<file path="config.mk">
export PLATFORM = sky130hd
export DESIGN_NAME = skeleton_bus_arbiter
export DESIGN_NICKNAME = d
export VERILOG_FILES = /design/src/rtl/skeleton_bus_arbiter_pkg.sv /design/src/rtl/skeleton_bus_arbiter_rr_arbiter.sv /design/src/rtl/skeleton_bus_arbiter.sv
export SDC_FILE = /design/constraint.sdc
export NUM_CORES = 1
export LEC_CHECK = 0
export ABC_AREA = 1
export ABC_CLOCK_PERIOD_IN_PS = 3050
export CAP_MARGIN = 15
export CORE_UTILIZATION = 30
export CTS_BUF_LIST = sky130_fd_sc_hd__clkbuf_4 sky130_fd_sc_hd__clkbuf_8
export CTS_CLUSTER_DIAMETER = 150
export DETAILED_ROUTE_END_ITERATION = 6
export GPL_TIMING_DRIVEN = 1
export PLACE_DENSITY = 0.76
export RECOVER_POWER = 50
export SYNTH_ARGS = -nofsm -noshare
export SYNTH_HDL_FRONTEND = slang
export SYNTH_SLANG_ARGS = --single-unit
</file>
<file path="constraint.sdc">
create_clock -name clk -period 3.05 [get_ports clk]
set_clock_uncertainty 0.15 [all_clocks]
set_input_delay 0.61 -clock clk [delete_from_list [all_inputs] [get_ports clk]]
set_output_delay 0.61 -clock clk [all_outputs]
set_load 0.005 [all_outputs]
</file>
<file path="src/rtl/skeleton_bus_arbiter_pkg.sv">
// Shared constants, types and address decode for the skeleton bus arbiter.
// Holds the skeleton address map and the arbiter FSM state type.
package skeleton_bus_arbiter_pkg;

  localparam int NUM_MASTERS = 4;
  localparam int NUM_SLAVES  = 2;
  localparam int ADDR_W      = 16;
  localparam int DATA_W      = 16;
  localparam int MIDX_W      = (NUM_MASTERS > 1) ? $clog2(NUM_MASTERS) : 1;
  localparam int SIDX_W      = (NUM_SLAVES > 1) ? $clog2(NUM_SLAVES) : 1;

  localparam int SLV_USB  = 0;
  localparam int SLV_TRAM = 1;

  localparam logic [ADDR_W-1:0] USB_IFACE_OFFSET = 16'd35840;
  localparam logic [ADDR_W-1:0] USB_IFACE_SIZE   = 16'd1024;
  localparam logic [ADDR_W-1:0] TEST_RAM_OFFSET  = 16'd8192;
  localparam logic [ADDR_W-1:0] TEST_RAM_SIZE    = 16'd256;

  typedef enum logic [1:0] {
    IDLE = 2'd0,
    XFER = 2'd1,
    DONE = 2'd2
  } state_e;

  typedef struct packed {
    logic              hit;
    logic [SIDX_W-1:0] idx;
    logic [ADDR_W-1:0] local_addr;
  } decode_t;

  // Subtract-then-compare keeps every comparison unsigned and ADDR_W wide.
  function automatic decode_t decode_addr(input logic [ADDR_W-1:0] a);
    decode_t d;
    d = '0;
    if ((a >= USB_IFACE_OFFSET) && ((a - USB_IFACE_OFFSET) < USB_IFACE_SIZE)) begin
      d.hit        = 1'b1;
      d.idx        = SIDX_W'(SLV_USB);
      d.local_addr = a - USB_IFACE_OFFSET;
    end else if ((a >= TEST_RAM_OFFSET) && ((a - TEST_RAM_OFFSET) < TEST_RAM_SIZE)) begin
      d.hit        = 1'b1;
      d.idx        = SIDX_W'(SLV_TRAM);
      d.local_addr = a - TEST_RAM_OFFSET;
    end
    return d;
  endfunction

endpackage

</file>
<file path="src/rtl/skeleton_bus_arbiter_rr_arbiter.sv">
// Combinational round-robin search: first requester at or above ptr, wrapping.
// Produces the winning index and a valid flag; no state of its own.
module skeleton_bus_arbiter_rr_arbiter #(
  parameter int N  = 4,
  parameter int IW = (N > 1) ? $clog2(N) : 1
) (
  input  logic [N-1:0]  req,
  input  logic [IW-1:0] ptr,
  output logic [IW-1:0] gnt_idx,
  output logic          gnt_valid
);

  logic [IW-1:0] cand;

  always_comb begin
    gnt_idx   = '0;
    gnt_valid = 1'b0;
    cand      = '0;
    for (int i = 0; i < N; i++) begin
      cand = IW'((int'(ptr) + i) % N);
      if (!gnt_valid && req[cand]) begin
        gnt_valid = 1'b1;
        gnt_idx   = cand;
      end
    end
  end

endmodule

</file>
<file path="src/rtl/skeleton_bus_arbiter.sv">
// Round-robin arbiter that routes one single-word transaction at a time from
// NUM_MASTERS masters to the skeleton slave windows, with decode-miss and timeout errors.
module skeleton_bus_arbiter
  import skeleton_bus_arbiter_pkg::*;
#(
  parameter int AW      = ADDR_W,
  parameter int DW      = DATA_W,
  parameter int TIMEOUT = 255
) (
  input  logic                      clk,
  input  logic                      rst,
  input  logic [NUM_MASTERS-1:0]    m_req,
  input  logic [NUM_MASTERS-1:0]    m_we,
  input  logic [NUM_MASTERS*AW-1:0] m_addr,
  input  logic [NUM_MASTERS*DW-1:0] m_wdata,
  output logic [DW-1:0]             m_rdata,
  output logic [NUM_MASTERS-1:0]    m_ack,
  output logic                      m_err,
  output logic [NUM_SLAVES-1:0]     s_sel,
  output logic                      s_we,
  output logic [AW-1:0]             s_addr,
  output logic [DW-1:0]             s_wdata,
  input  logic [NUM_SLAVES*DW-1:0]  s_rdata,
  input  logic [NUM_SLAVES-1:0]     s_ack,
  output state_e                    dbg_state
);

  // Handshake: a master holds m_req (with we/addr/wdata stable) until it sees its
  // single-cycle m_ack; the selected slave holds s_ack for at least one cycle while
  // s_sel is high, and s_sel drops the cycle after that ack is seen.

  localparam logic [7:0] TO_LIM = 8'(TIMEOUT);

  state_e             state_q, state_d;
  logic [MIDX_W-1:0]  ptr_q, ptr_d;
  logic [MIDX_W-1:0]  gnt_q, gnt_d;
  logic [SIDX_W-1:0]  sidx_q, sidx_d;
  logic               we_q, we_d;
  logic [AW-1:0]      addr_q, addr_d;
  logic [DW-1:0]      wdata_q, wdata_d;
  logic [DW-1:0]      rdata_q, rdata_d;
  logic               err_q, err_d;
  logic [7:0]         cnt_q, cnt_d;

  logic [MIDX_W-1:0]  arb_idx;
  logic               arb_valid;
  decode_t            dec;

  skeleton_bus_arbiter_rr_arbiter #(
    .N  (NUM_MASTERS),
    .IW (MIDX_W)
  ) u_rr (
    .req       (m_req),
    .ptr       (ptr_q),
    .gnt_idx   (arb_idx),
    .gnt_valid (arb_valid)
  );

  always_comb begin
    state_d = state_q;
    ptr_d   = ptr_q;
    gnt_d   = gnt_q;
    sidx_d  = sidx_q;
    we_d    = we_q;
    addr_d  = addr_q;
    wdata_d = wdata_q;
    rdata_d = rdata_q;
    err_d   = err_q;
    cnt_d   = cnt_q;
    dec     = decode_addr(m_addr[int'(arb_idx)*AW +: AW]);
    case (state_q)
      IDLE: begin
        if (arb_valid) begin
          gnt_d = arb_idx;
          ptr_d = (arb_idx == MIDX_W'(NUM_MASTERS - 1)) ? '0 : arb_idx + 1'b1;
          if (dec.hit) begin
            sidx_d  = dec.idx;
            we_d    = m_we[arb_idx];
            addr_d  = dec.local_addr;
            wdata_d = m_wdata[int'(arb_idx)*DW +: DW];
            cnt_d   = '0;
            state_d = XFER;
          end else begin
            // Decode miss completes without ever touching a slave.
            err_d   = 1'b1;
            rdata_d = '0;
            state_d = DONE;
          end
        end
      end
      XFER: begin
        if (s_ack[sidx_q]) begin
          rdata_d = s_rdata[int'(sidx_q)*DW +: DW];
          err_d   = 1'b0;
          state_d = DONE;
        end else if (cnt_q == TO_LIM) begin
          rdata_d = '0;
          err_d   = 1'b1;
          state_d = DONE;
        end else begin
          cnt_d = cnt_q + 8'd1;
        end
      end
      DONE:    state_d = IDLE;
      default: state_d = IDLE;
    endcase
  end

  always_ff @(posedge clk or posedge rst) begin
    if (rst) begin
      state_q <= IDLE;
      ptr_q   <= '0;
      gnt_q   <= '0;
      sidx_q  <= '0;
      we_q    <= 1'b0;
      addr_q  <= '0;
      wdata_q <= '0;
      rdata_q <= '0;
      err_q   <= 1'b0;
      cnt_q   <= '0;
    end else begin
      state_q <= state_d;
      ptr_q   <= ptr_d;
      gnt_q   <= gnt_d;
      sidx_q  <= sidx_d;
      we_q    <= we_d;
      addr_q  <= addr_d;
      wdata_q <= wdata_d;
      rdata_q <= rdata_d;
      err_q   <= err_d;
      cnt_q   <= cnt_d;
    end
  end

  // Selects and acks decode straight from registered state, so reset clears them at once.
  always_comb begin
    s_sel = '0;
    m_ack = '0;
    if (state_q == XFER) s_sel[sidx_q] = 1'b1;
    if (state_q == DONE) m_ack[gnt_q] = 1'b1;
  end

  assign s_we      = (state_q == XFER) && we_q;
  assign s_addr    = addr_q;
  assign s_wdata   = wdata_q;
  assign m_rdata   = rdata_q;
  assign m_err     = (state_q == DONE) && err_q;
  assign dbg_state = state_q;

endmodule

</file>
==> flow_summary.rst <==
.. list-table::
   :header-rows: 1

   * - Metric
     - Value
   * - CTS Buf Count
     - 9
   * - Die ar.
     - ~15000 µm²
   * - Total number of clock tree sinks
     - 65
   * - Antenna diode count
     - 0
   * - Width of the die
     - about 120 µm
   * - Max_slew headroom
     - 0.3153
   * - Leakage power summed over all cells
     - 3.627 nW
   * - Library cell occupying the most area in the post-synthesis netlist
     - sky130_fd_sc_hd__dfrtp_1
   * - Number of DRC markers in iteration 0
     - 160
   * - Final critical delay including setup and external delays
     - 3.108 ns
   * - Clock tree from TritonCTS
     - built
   * - Setup-violating endpoint count in the final report
     - 36
   * - Worst min-delay path class
     - reg2reg
   * - Avg Inst Size Synth
     - roughly 7.0 µm²
   * - Max_cap viols
     - 0
   * - Outcome
     - complete, but fails checks
   * - Cell depth of the worst min-delay path
     - 2
   * - Required @ worst endpoint
     - 3.18 ns
   * - Core area
     - 14040 µm²
   * - Vias post-DR
     - 5063
   * - Net count, final
     - around 1100
   * - DPL Wire Length
     - 10500 µm
   * - Sink of the worst hold path
     - m_rdata[9]$_DFFE_PP0P_
   * - Kind of end point of the critical path
     - register
   * - Count of hold buffers inserted by post-cts repair
     - 0
   * - Effective utilization at floorplan
     - 0.3113
   * - RSZ-0062 raised after global routing
     - true
   * - Violations in the final reports
     - negative setup slack
   * - Clock latency reported for the late side of the worst-skew pair
     - 0.33 ns
   * - Deepest level of the CTS H-tree
     - 3
   * - Ys Warns
     - 0
   * - Largest net degree at the start of global routing
     - 51
   * - Number of failing hold endpoints at the final stage
     - 0
   * - Type of element launching the critical path
     - register
   * - Capture instance of the worst register-to-register path
     - m_rdata[15]$_DFFE_PP0P_
   * - DRC violation count after routing
     - 0
   * - Initial antenna violation count
     - 0
   * - Final cycle utilization of the critical path
     - 1.019
   * - Startpoint of the worst register-to-register path
     - ptr_q[0]$_DFFE_PP0P_
   * - Buffer type at the clock tree root
     - sky130_fd_sc_hd__clkbuf_8
   * - Aggregate global-route resource usage
     - 0.1873
   * - Classification of the worst setup path
     - reg2reg
   * - Port buffer count
     - approximately 230
   * - Maximum fanout along the worst path
     - 4
   * - Hold_sp
     - m_rdata[9]$_DFFE_PP0P_
   * - Ports placed on the boundary
     - 230
   * - Number of storage elements in the synthesis netlist
     - 65
   * - Fmax
     - 0.3217 GHz
   * - Max VDD drop
     - approximately 730 µV
   * - Sequential element share of the synthesized area
     - 0.3721
   * - Post-synthesis to final-layout area growth
     - 79.14%
   * - Final routed wire length divided by cell count
     - 13.72 µm
   * - Most common cell after layout, fill and taps aside
     - sky130_fd_sc_hd__clkdlybuf4s50_1
   * - Total iterations of the first detailed-routing run
     - 6
   * - Total power density per cell area
     - around 1100 nW/µm²
   * - DR vias/cell
     - 4.697
   * - Top-area cell type share of the netlist area
     - 0.3721
   * - Placer congestion estimate
     - 0.8333
   * - Maximum number of buffers from clock root to sink
     - 2
   * - Setup TNS Final
     - -0.9506 ns
   * - Worst r2r path cells
     - 22
   * - Final wirelength
     - 14790 µm
   * - DRT antenna net count
     - 0
   * - Nets in the synthesized netlist
     - 801
   * - Data arrival time of the critical path
     - ~3.2 ns
   * - Cell area after technology mapping
     - approximately 4400 µm²
   * - Flop2flop setup slack
     - -0.06 ns
   * - Pins over their slew limit
     - 0
   * - Largest cells by area after synthesis
     - sky130_fd_sc_hd__dfrtp_1, sky130_fd_sc_hd__nand2_1, sky130_fd_sc_hd__a32o_1
   * - Clk pin slew, worst setup/hold paths
     - 0.07 ns
   * - Synthesized netlist cell count
     - 624
   * - Slack of the critical path
     - -0.05807 ns
   * - Design Power
     - 8.832 mW
   * - First-pass GRT wire length
     - 22130 µm
   * - Total overflow reported by the global router
     - 0
   * - Worst Tran Pin Value
     - approximately 1.0 ns
   * - Share of cells above drive strength 1
     - 0.2049
   * - Distinct cell type count of the synthesized netlist
     - 33
   * - Standard-cell row count
     - 43
   * - Number of global-route vias before repair
     - between 4000 and 5000
   * - Most used cells in the layout excluding fill and tap cells
     - sky130_fd_sc_hd__clkdlybuf4s50_1, sky130_fd_sc_hd__nand2_1, sky130_fd_sc_hd__dfrtp_1
   * - Height of the die
     - 122.7 µm
==> repair_timing <==
item,in CTS,in global routing
gates cloned,2,2
setup buffers,15,10
gates resized for setup,50,74
pin swaps,23,32
setup endpoints to repair,61,61
==> cell type report <==
class / instances / area (µm²)
well taps: 180 / 225.2
clock inverters: 6 / 83.83
fillers: 1273 / 6211
multi-input cells: 474 / 2659
inverters: 53 / 219.0
repair buffers: 291 / 2892
clock buffers: 9 / 123.9
flip-flops and latches: 65 / 1629
==> metrics by stage <==
stage          cells  utilization  setup slack [ns]  area (µm²)  hold slack (ns)
3_5_place_dp    1036       0.4994           -0.5620        7013           0.3073
5_1_grt         1078       0.5577           -0.2275        7831           0.3501
2_1_floorplan    624            -          0.008687        4372           0.2919
4_1_cts         1068       0.5346          -0.02445        7507           0.3259
3_3_place_gp    1036       0.4994           -0.5177        7013           0.3027
6_report        1078       0.5577          -0.05807        7831           0.3211
==> worst max-delay path, cell delays in order, from the launching register on <==
cell	delay (ns)
sky130_fd_sc_hd__dfrtp_2	0.46
sky130_fd_sc_hd__buf_12	0.15
sky130_fd_sc_hd__buf_6	0.11
sky130_fd_sc_hd__nand2_2	0.07
sky130_fd_sc_hd__nand2_2	0.08
sky130_fd_sc_hd__o21ai_0	0.25
sky130_fd_sc_hd__nand3_2	0.11
sky130_fd_sc_hd__nand3_2	0.11
sky130_fd_sc_hd__nand2_4	0.07
sky130_fd_sc_hd__buf_4	0.14
sky130_fd_sc_hd__nand3_1	0.08
sky130_fd_sc_hd__nand2_2	0.08
sky130_fd_sc_hd__inv_2	0.06
sky130_fd_sc_hd__ha_2	0.16
sky130_fd_sc_hd__and3_4	0.17
sky130_fd_sc_hd__nand4_1	0.13
sky130_fd_sc_hd__nand2_2	0.14
sky130_fd_sc_hd__buf_6	0.11
sky130_fd_sc_hd__nand2_4	0.05
sky130_fd_sc_hd__nand2_4	0.11
sky130_fd_sc_hd__clkbuf_16	0.16
sky130_fd_sc_hd__nand2_4	0.04
sky130_fd_sc_hd__nand2_1	0.05
==> layer usage <==
layer / vias to the layer above / track usage / share of wire
met2: 163 / 0.3209 / 0.50
met4: 0 / 0.06021 / 0.017
met3: 20 / 0.03857 / 0.060
li1: 2590 / - / -
met1: 2290 / 0.2337 / 0.43
met5: - / 0 / 0
==> logic make-up (layout without fill, tap and decap cells) <==
logic type	Yosys count	in the layout	synth area share
AOI/OAI and AO/OA	105	105	0.1586
DFF	65	65	0.3721
buffers and inverters	86	359	0.08873
and+or+nand+nor	358	359	0.3563
xor gates and xnor gates	5	5	0.01002
adders and majority gates	5	5	0.01431
==> cell usage after synthesis <==
cell and instances:
sky130_fd_sc_hd__nand2_1 246, sky130_fd_sc_hd__dfrtp_1 65, sky130_fd_sc_hd__inv_1 44, sky130_fd_sc_hd__nand3_1 36, sky130_fd_sc_hd__a21oi_1 27, sky130_fd_sc_hd__a32o_1 25, sky130_fd_sc_hd__nor2_1 22, sky130_fd_sc_hd__o21ai_1 22
sky130_fd_sc_hd__o211ai_1 16, sky130_fd_sc_hd__or2_2 16, sky130_fd_sc_hd__nand2_2 14, sky130_fd_sc_hd__o21ai_0 14, sky130_fd_sc_hd__clkbuf_1 12, sky130_fd_sc_hd__nand4_1 9, sky130_fd_sc_hd__buf_1 8, sky130_fd_sc_hd__buf_6 7
sky130_fd_sc_hd__inv_2 7, sky130_fd_sc_hd__ha_1 5, sky130_fd_sc_hd__buf_2 4, sky130_fd_sc_hd__nor3_1 4, sky130_fd_sc_hd__xor2_1 3, sky130_fd_sc_hd__clkbuf_2 2, sky130_fd_sc_hd__nand3_2 2, sky130_fd_sc_hd__nand3_4 2
sky130_fd_sc_hd__nor2_2 2, sky130_fd_sc_hd__nor3b_1 2, sky130_fd_sc_hd__xnor2_1 2, sky130_fd_sc_hd__and3_1 1, sky130_fd_sc_hd__clkinv_1 1, sky130_fd_sc_hd__inv_6 1, sky130_fd_sc_hd__nor2_4 1, sky130_fd_sc_hd__o21bai_1 1
sky130_fd_sc_hd__or4_1 1
==> power by group <==
group,leakage (nW),switching [mW],internal [mW]
Clock,0.109,0.342,0.453
Combinational,2.65,3.60,3.14
Sequential,0.864,0.176,1.12
Total,3.63,4.12,4.71
==> how the worst max path moves through the flow <==
stage / from / endpoint / slack [ns] / cells past startpoint
detailed placement: m_req[3] / m_rdata[5]$_DFFE_PP0P_ / -0.56 / 23
CTS: ptr_q[0]$_DFFE_PP0P_ / err_q$_DFFE_PP0P_ / -0.02 / 23
floorplan: m_req[3] / cnt_q[2]$_DFFE_PP0P_ / 0.009 / 24
global route: ptr_q[0]$_DFFE_PP0P_ / m_rdata[13]$_DFFE_PP0P_ / -0.23 / 28
finish: ptr_q[0]$_DFFE_PP0P_ / m_rdata[15]$_DFFE_PP0P_ / -0.06 / 22
global placement: m_req[3] / m_rdata[10]$_DFFE_PP0P_ / -0.52 / 23
==> flip-flops by register name, indices dropped and copies added (netlist names) <==
signal     cells
m_rdata       16
s_addr        16
s_wdata       16
cnt_q          8
dbg_state      2
gnt_q          2
ptr_q          2
err_q          1
sidx_q         1
we_q           1
Note: power is estimated with default switching activity, not from simulation.
